===== src/rtl/sb_gb.sv =====
// Global-buffer wrapper: forwards a clock/reset net (optionally retimed on clk_4x)
// and monitors it for rising edges, activity and a stuck-at condition.
module sb_gb #(
    parameter int    REGISTERED    = 0,
    parameter int    STUCK_TIMEOUT = 1024,
    parameter string BEL           = ""
) (
    input  logic        clk_4x,
    input  logic        pll_lock,
    input  logic        USER_SIGNAL_TO_GLOBAL_BUFFER,
    output logic        GLOBAL_BUFFER_OUTPUT,
    output logic [15:0] gb_edge_cnt,
    output logic        gb_stuck,
    output logic        gb_active
);

    localparam logic [15:0] IDLE_LIMIT = 16'(STUCK_TIMEOUT);

    // BEL only tags placement for the implementation tools.
    if (BEL != "") begin : g_bel_tagged
    end

    if (REGISTERED != 0) begin : g_out_reg
        logic out_reg;

        always_ff @(posedge clk_4x or negedge pll_lock) begin
            if (!pll_lock) begin
                out_reg <= 1'b0;
            end else begin
                out_reg <= USER_SIGNAL_TO_GLOBAL_BUFFER;
            end
        end

        assign GLOBAL_BUFFER_OUTPUT = out_reg;
    end else begin : g_out_comb
        // Pure wire: independent of clk_4x and pll_lock, even in reset.
        assign GLOBAL_BUFFER_OUTPUT = USER_SIGNAL_TO_GLOBAL_BUFFER;
    end

    logic        s1_reg;
    logic        s2_reg;
    logic        s3_reg;
    logic [15:0] edge_cnt_reg;
    logic [15:0] edge_cnt_next;
    logic [15:0] idle_reg;
    logic [15:0] idle_next;
    logic        stuck_reg;
    logic        stuck_next;
    logic        active_reg;
    logic        active_next;
    logic        toggle;
    logic        rise;

    assign toggle = s2_reg ^ s3_reg;
    assign rise   = s2_reg & ~s3_reg;

    always_comb begin
        edge_cnt_next = edge_cnt_reg;
        if (rise && (edge_cnt_reg != 16'hFFFF)) begin
            edge_cnt_next = edge_cnt_reg + 16'd1;
        end

        idle_next = idle_reg;
        if (toggle) begin
            idle_next = 16'd0;
        end else if (idle_reg < IDLE_LIMIT) begin
            idle_next = idle_reg + 16'd1;
        end

        // A toggle wins over the timeout landing in the same cycle.
        stuck_next = stuck_reg;
        if (toggle) begin
            stuck_next = 1'b0;
        end else if (idle_reg == IDLE_LIMIT) begin
            stuck_next = 1'b1;
        end

        active_next = active_reg;
        if (toggle) begin
            active_next = 1'b1;
        end else if (stuck_reg) begin
            active_next = 1'b0;
        end
    end

    always_ff @(posedge clk_4x or negedge pll_lock) begin
        if (!pll_lock) begin
            s1_reg       <= 1'b0;
            s2_reg       <= 1'b0;
            s3_reg       <= 1'b0;
            edge_cnt_reg <= 16'd0;
            idle_reg     <= 16'd0;
            stuck_reg    <= 1'b0;
            active_reg   <= 1'b0;
        end else begin
            s1_reg       <= USER_SIGNAL_TO_GLOBAL_BUFFER;
            s2_reg       <= s1_reg;
            s3_reg       <= s2_reg;
            edge_cnt_reg <= edge_cnt_next;
            idle_reg     <= idle_next;
            stuck_reg    <= stuck_next;
            active_reg   <= active_next;
        end
    end

    assign gb_edge_cnt = edge_cnt_reg;
    assign gb_stuck    = stuck_reg;
    assign gb_active   = active_reg;

endmodule


===== config.mk =====
export PLATFORM = sky130hd
export DESIGN_NAME = sb_gb
export DESIGN_NICKNAME = d
export VERILOG_FILES = /design/src/rtl/sb_gb.sv
export SDC_FILE = /design/constraint.sdc
export NUM_CORES = 1
export LEC_CHECK = 0
export ABC_AREA = 1
export BUFFER_PORTS_ARGS = -buffer_cell sky130_fd_sc_hd__buf_2
export CORE_ASPECT_RATIO = 2
export CORE_MARGIN = 5
export CORE_UTILIZATION = 58
export CTS_CLUSTER_DIAMETER = 30
export DETAILED_ROUTE_END_ITERATION = 6
export PLACE_DENSITY_LB_ADDON = 0.2
export RECOVER_POWER = 50
export SYNTH_ARGS = -nofsm -noshare
export SYNTH_HDL_FRONTEND = slang
export SYNTH_SLANG_ARGS = --single-unit
export TNS_END_PERCENT = 100

===== constraint.sdc =====
create_clock -name clk_4x -period 1.8 [get_ports clk_4x]
set_input_delay 0.09 -clock clk_4x [delete_from_list [all_inputs] [get_ports clk_4x]]
set_output_delay 0.09 -clock clk_4x [all_outputs]
set_load 0.005 [all_outputs]

After elaboration in Yosys (flattened, before gate mapping) --
Index checks and enable logic that the tools add are counted.
Storage, ports and cells: output and inout port bits 19, register bits after elaboration 37
Operators by class: mux-type cells 6, $lt $le $gt $ge 1, equal/unequal tests 2, reductions and logical operators 4, add/subtract/negate cells 2, bitwise logic cells 3
Operators with widths (number):
- 16-bit by 1-bit adder with 16-bit output, second input constant | 2
- 16-bit two-way mux | 2
- 16-bit by 11-bit == test with 1-bit output, second input constant | 1
- 16-bit by 11-bit less-than comparator with 1-bit output, second input constant | 1
- 16-bit != test, second input constant | 1
- 2-bit nonzero test | 3
- 1-bit two-way mux | 4
- 1-bit AND | 1
- 1-bit logical AND | 1
- 1-bit NOT | 1
- 1-bit bitwise XOR | 1

Longest topological paths before layout --
word-level depth 3, depth in mapped cells 9, mapped depth without buffers 9

Worst setup path before layout --
No wires, ideal clock.
path kind reg-to-reg, start point register edge_cnt_reg[0], in the netlist gb_edge_cnt[0], end point register edge_cnt_reg[13], in the netlist gb_edge_cnt[13], cell stages (with the launch flop) 10, path slack 347 ps, setup time 116 ps, clock period less this slack 1453 ps, arrival time 1337 ps, path through dfrtp_1 > ha_1 > nand2_1 > nor2_2 > nand2_4 > nor2_4 > nor2_4 > buf_6 > nand2_1 > nand2_1
Between the ends: word-level cells in the longest chain between the ends 2, elaborated cells between the ends (all ways) 3
RTL lines:
- from (decl) | RTL line 43 | logic [15:0] edge_cnt_reg;
- from (signal assigned) | RTL line 99 | edge_cnt_reg <= edge_cnt_next;
- branches (longest 2 deep; another with 16-bit by 1-bit adder with 16-bit output)
Parallel ways; which one is timed is not known. A chain may end at the register's enable or synchronous reset.

Worst setup path in the final report --
start point register edge_cnt_reg[0], in the netlist gb_edge_cnt[0], end point register edge_cnt_reg[10], in the netlist gb_edge_cnt[10]
The elaborated chain is that of the path after synthesis.

==> summary.txt <==
Run status
  – Status: finished clean

GRT
  – Tot GR Track Use: a little under a quarter
  – First-pass GRT wire length: roughly 8.2 mm
  – Largest net degree at the start of global routing: 18
  – Vias in the first global route: between 1.5k and 2k
  – Initial antenna violation count: 0
  – Remaining Overflow, GRT: 0

STA
  – Post-route setup TNS: 0 ns
  – Crit path time final: 1.67 ns
  – Slew @ Worst Pin: 0.725 ns
  – Min Hold Slack: 0.361 ns
  – Setup violations, final: 0
  – Worst setup margin: 0.135 ns
  – Final hold violation count: 0
  – Skew final: 0.00766 ns
  – Upper clock frequency limit: between 0.6 and 0.7 GHz
  – Fin crit share: 92.5%
  – Pins Over Slew Limit: 0
  – Worst slew margin: between 50% and 60%

Critical path
  – WS Path Type: reg2reg
  – Worst setup SP type: register
  – Crit path capture type: register
  – Reg-to-Reg End: gb_edge_cnt[10]
  – Reg2Reg Depth: 9
  – CP required: 1.98 ns
  – R2r startpoint: gb_edge_cnt[0]
  – WP data arrival: ~1.8 ns
  – R2r setup slk: between 0.1 and 0.15 ns
  – Crit-path max FO: 11

Yosys
  – Library cells used by synthesis: 25
  – #FFs+latches synth: 37
  – Syn nets: 272
  – EDFF count, synth: 0
  – Ys flop type: dfrtp_1
  – Most frequent cell after synthesis: nand2_1
  – Syn_area_per_cell: 7.67 µm²
  – Top cells by area, synth: dfrtp_1 46%, nand2_1 16%, nor2_1 6.6%, inv_1 5.0%, nand3_1 4.4%
  – Syn Inst Count: 265
  – Cell taking the most area after synthesis: dfrtp_1
  – Register area share after synthesis: a little under half
  – Area of the mapped netlist: 2030 µm²
  – Synth warn: 0
  – Async set-reset flop share out of synthesis: 100%
  – Synth top area share: 45.5%
  – Commonest cells post-synth: 84 x nand2_1, 37 x dfrtp_1, 36 x nor2_1

Layout
  – Final core occ: 68.3%
  – Antenna Cells: 0
  – Nets: slightly above 300
  – Area Overhead vs Synth: 13.4%
  – FILL cells: about 310
  – Layout cells sized above 1: 15.2%

Flow run
  – Max Cap Viol: 0

Placed design
  – PortBufs: 21
  – Placer's final routability congestion estimate: 0.879
  – DP Wirelength: 3.55 mm
  – Pre-CTS WS: 0.110 ns

Floorplan
  – Die height: 93.7 µm
  – Initial core utilization: between 60% and 70%
  – Die ar.: 4860 µm²
  – I/O pin cnt: 22
  – Row count: 30
  – Core area: 3380 µm²
  – Die width: ~52 µm

CTS
  – Clk buf depth: 2
  – Sink Count: 37
  – CTS root buf: clkbuf_8
  – Clk Latency, worst-skew pair: 0.29 ns
  – Reg clk slew, reported paths: 0.07 ns
  – CTS tree: done
  – H-Tree Depth: 2
  – Number of buffers created by CTS: 5

Min path
  – Worst hold path class: in2async

Power
  – Worst IR Drop VDD: 809 µV
  – LEAKAGE: 1.13 nW
  – Total power: 2.08 mW
  – Pwr Density: 903 nW/µm²

Route
  – DRC: 0
  – Vias per Instance: 5.49
  – WL/cell: 14.0 µm
  – Initial DRC Count: between 50 and 60
  – DR pass1 iterations: 4
  – Post-route ant nets: 0
  – Routed wire length: 4.58 mm
  – Via count: approximately 1.8k
-- report_power, final --
part	total, mW	internal, mW	leakage, nW	switching [mW]
clock	0.738	0.452	0.0585	0.287
sequential	1.00	0.897	0.496	0.107
combinational	0.338	0.143	0.571	0.195
-- critical path, stage by stage, from the launching register on --
cell and delay (ns):
dfrtp_1 0.43, ha_1 0.30, nand2_1 0.09, nor2_2 0.15, nand2_4 0.09, nor2_4 0.13, nor2_4 0.05, buf_4 0.17
nand2_1 0.09, o21ai_2 0.05
-- repair_timing --
| item | in CTS | in global routing |
|---|---|---|
| buffers inserted | 0 | 2 |
| setup endpoints to repair | 0 | 5 |
| resized for setup | 0 | 1 |
| hold buffers | 2 | 0 |
| hold endpoints to repair | 13 | 0 |
-- cell type report --
type                    count  area [µm²]  share of cell area (%)
clock buffers               7        86.3                    3.74
clock inverters             1        30.0                    1.30
inverters                  28         105                    4.56
multi-input cells         194         960                    41.6
flip-flops and latches     37         926                    40.2
well taps                  32        40.0                    1.74
repair buffers             29         159                    6.89
-- worst max-delay path by stage --
| stage | start | endpoint | slack, ns | depth (start not counted) |
|---|---|---|---|---|
| finish | gb_edge_cnt[0] | gb_edge_cnt[10] | 0.13 | 9 |
| global route | gb_edge_cnt[0] | gb_edge_cnt[10] | -0.00005 | 9 |
| CTS | gb_edge_cnt[0] | gb_edge_cnt[8] | 0.11 | 9 |
| detailed placement | gb_edge_cnt[0] | gb_edge_cnt[8] | 0.11 | 9 |
| global placement | gb_edge_cnt[0] | gb_edge_cnt[8] | 0.19 | 9 |
| floorplan | gb_edge_cnt[0] | gb_edge_cnt[13] | 0.35 | 9 |
-- metal layers --
layer,wire length (µm),share of wire [%],GRT usage [%]
met5,0,0,0
met4,211,4.6,14.0
met3,170,3.7,3.34
met2,2610,57,40.9
met1,1590,35,23.3
-- placed cells by master, fill, tap and decap left out, types with 2 or more instances in the layout --
cell type,synthesis,layout
nand3_1,18,18
nor2_1,36,35
nor2_2,2,3
buf_4,2,4
xnor2_1,4,4
dfrtp_1,37,37
xor2_1,3,3
ha_1,4,4
nand2_2,2,2
nor2_4,3,3
inv_1,27,27
o21ai_2,5,5
nand2_1,84,84
a21oi_1,5,5
clkbuf_1,2,6
nand3b_1,2,2
o21ai_1,2,2
buf_2,0,18
nand4_1,10,10
clkbuf_8,0,6
dlygate4sd3_1,0,2
o21ai_0,10,10
-- kinds of logic (layout without fill, tap and decap cells) --
logic type	after synthesis	in the layout	synth area share [%]
AO/OA/AOI/OAI	24	24	7.51
XOR/XNOR	7	7	3.02
adder cells (fa/ha/maj)	4	4	2.46
buffers and inverters	34	65	7.38
flip-flops	37	37	45.5
AND/OR/NAND/NOR	159	159	34.1
-- metrics by stage --
stage / cells / area (µm²)
global route: 328 / 2310
finish: 328 / 2310
global placement: 316 / 2160
floorplan: 265 / 2030
CTS: 326 / 2300
detailed placement: 316 / 2160
Note: power is estimated with default switching activity, not from simulation.
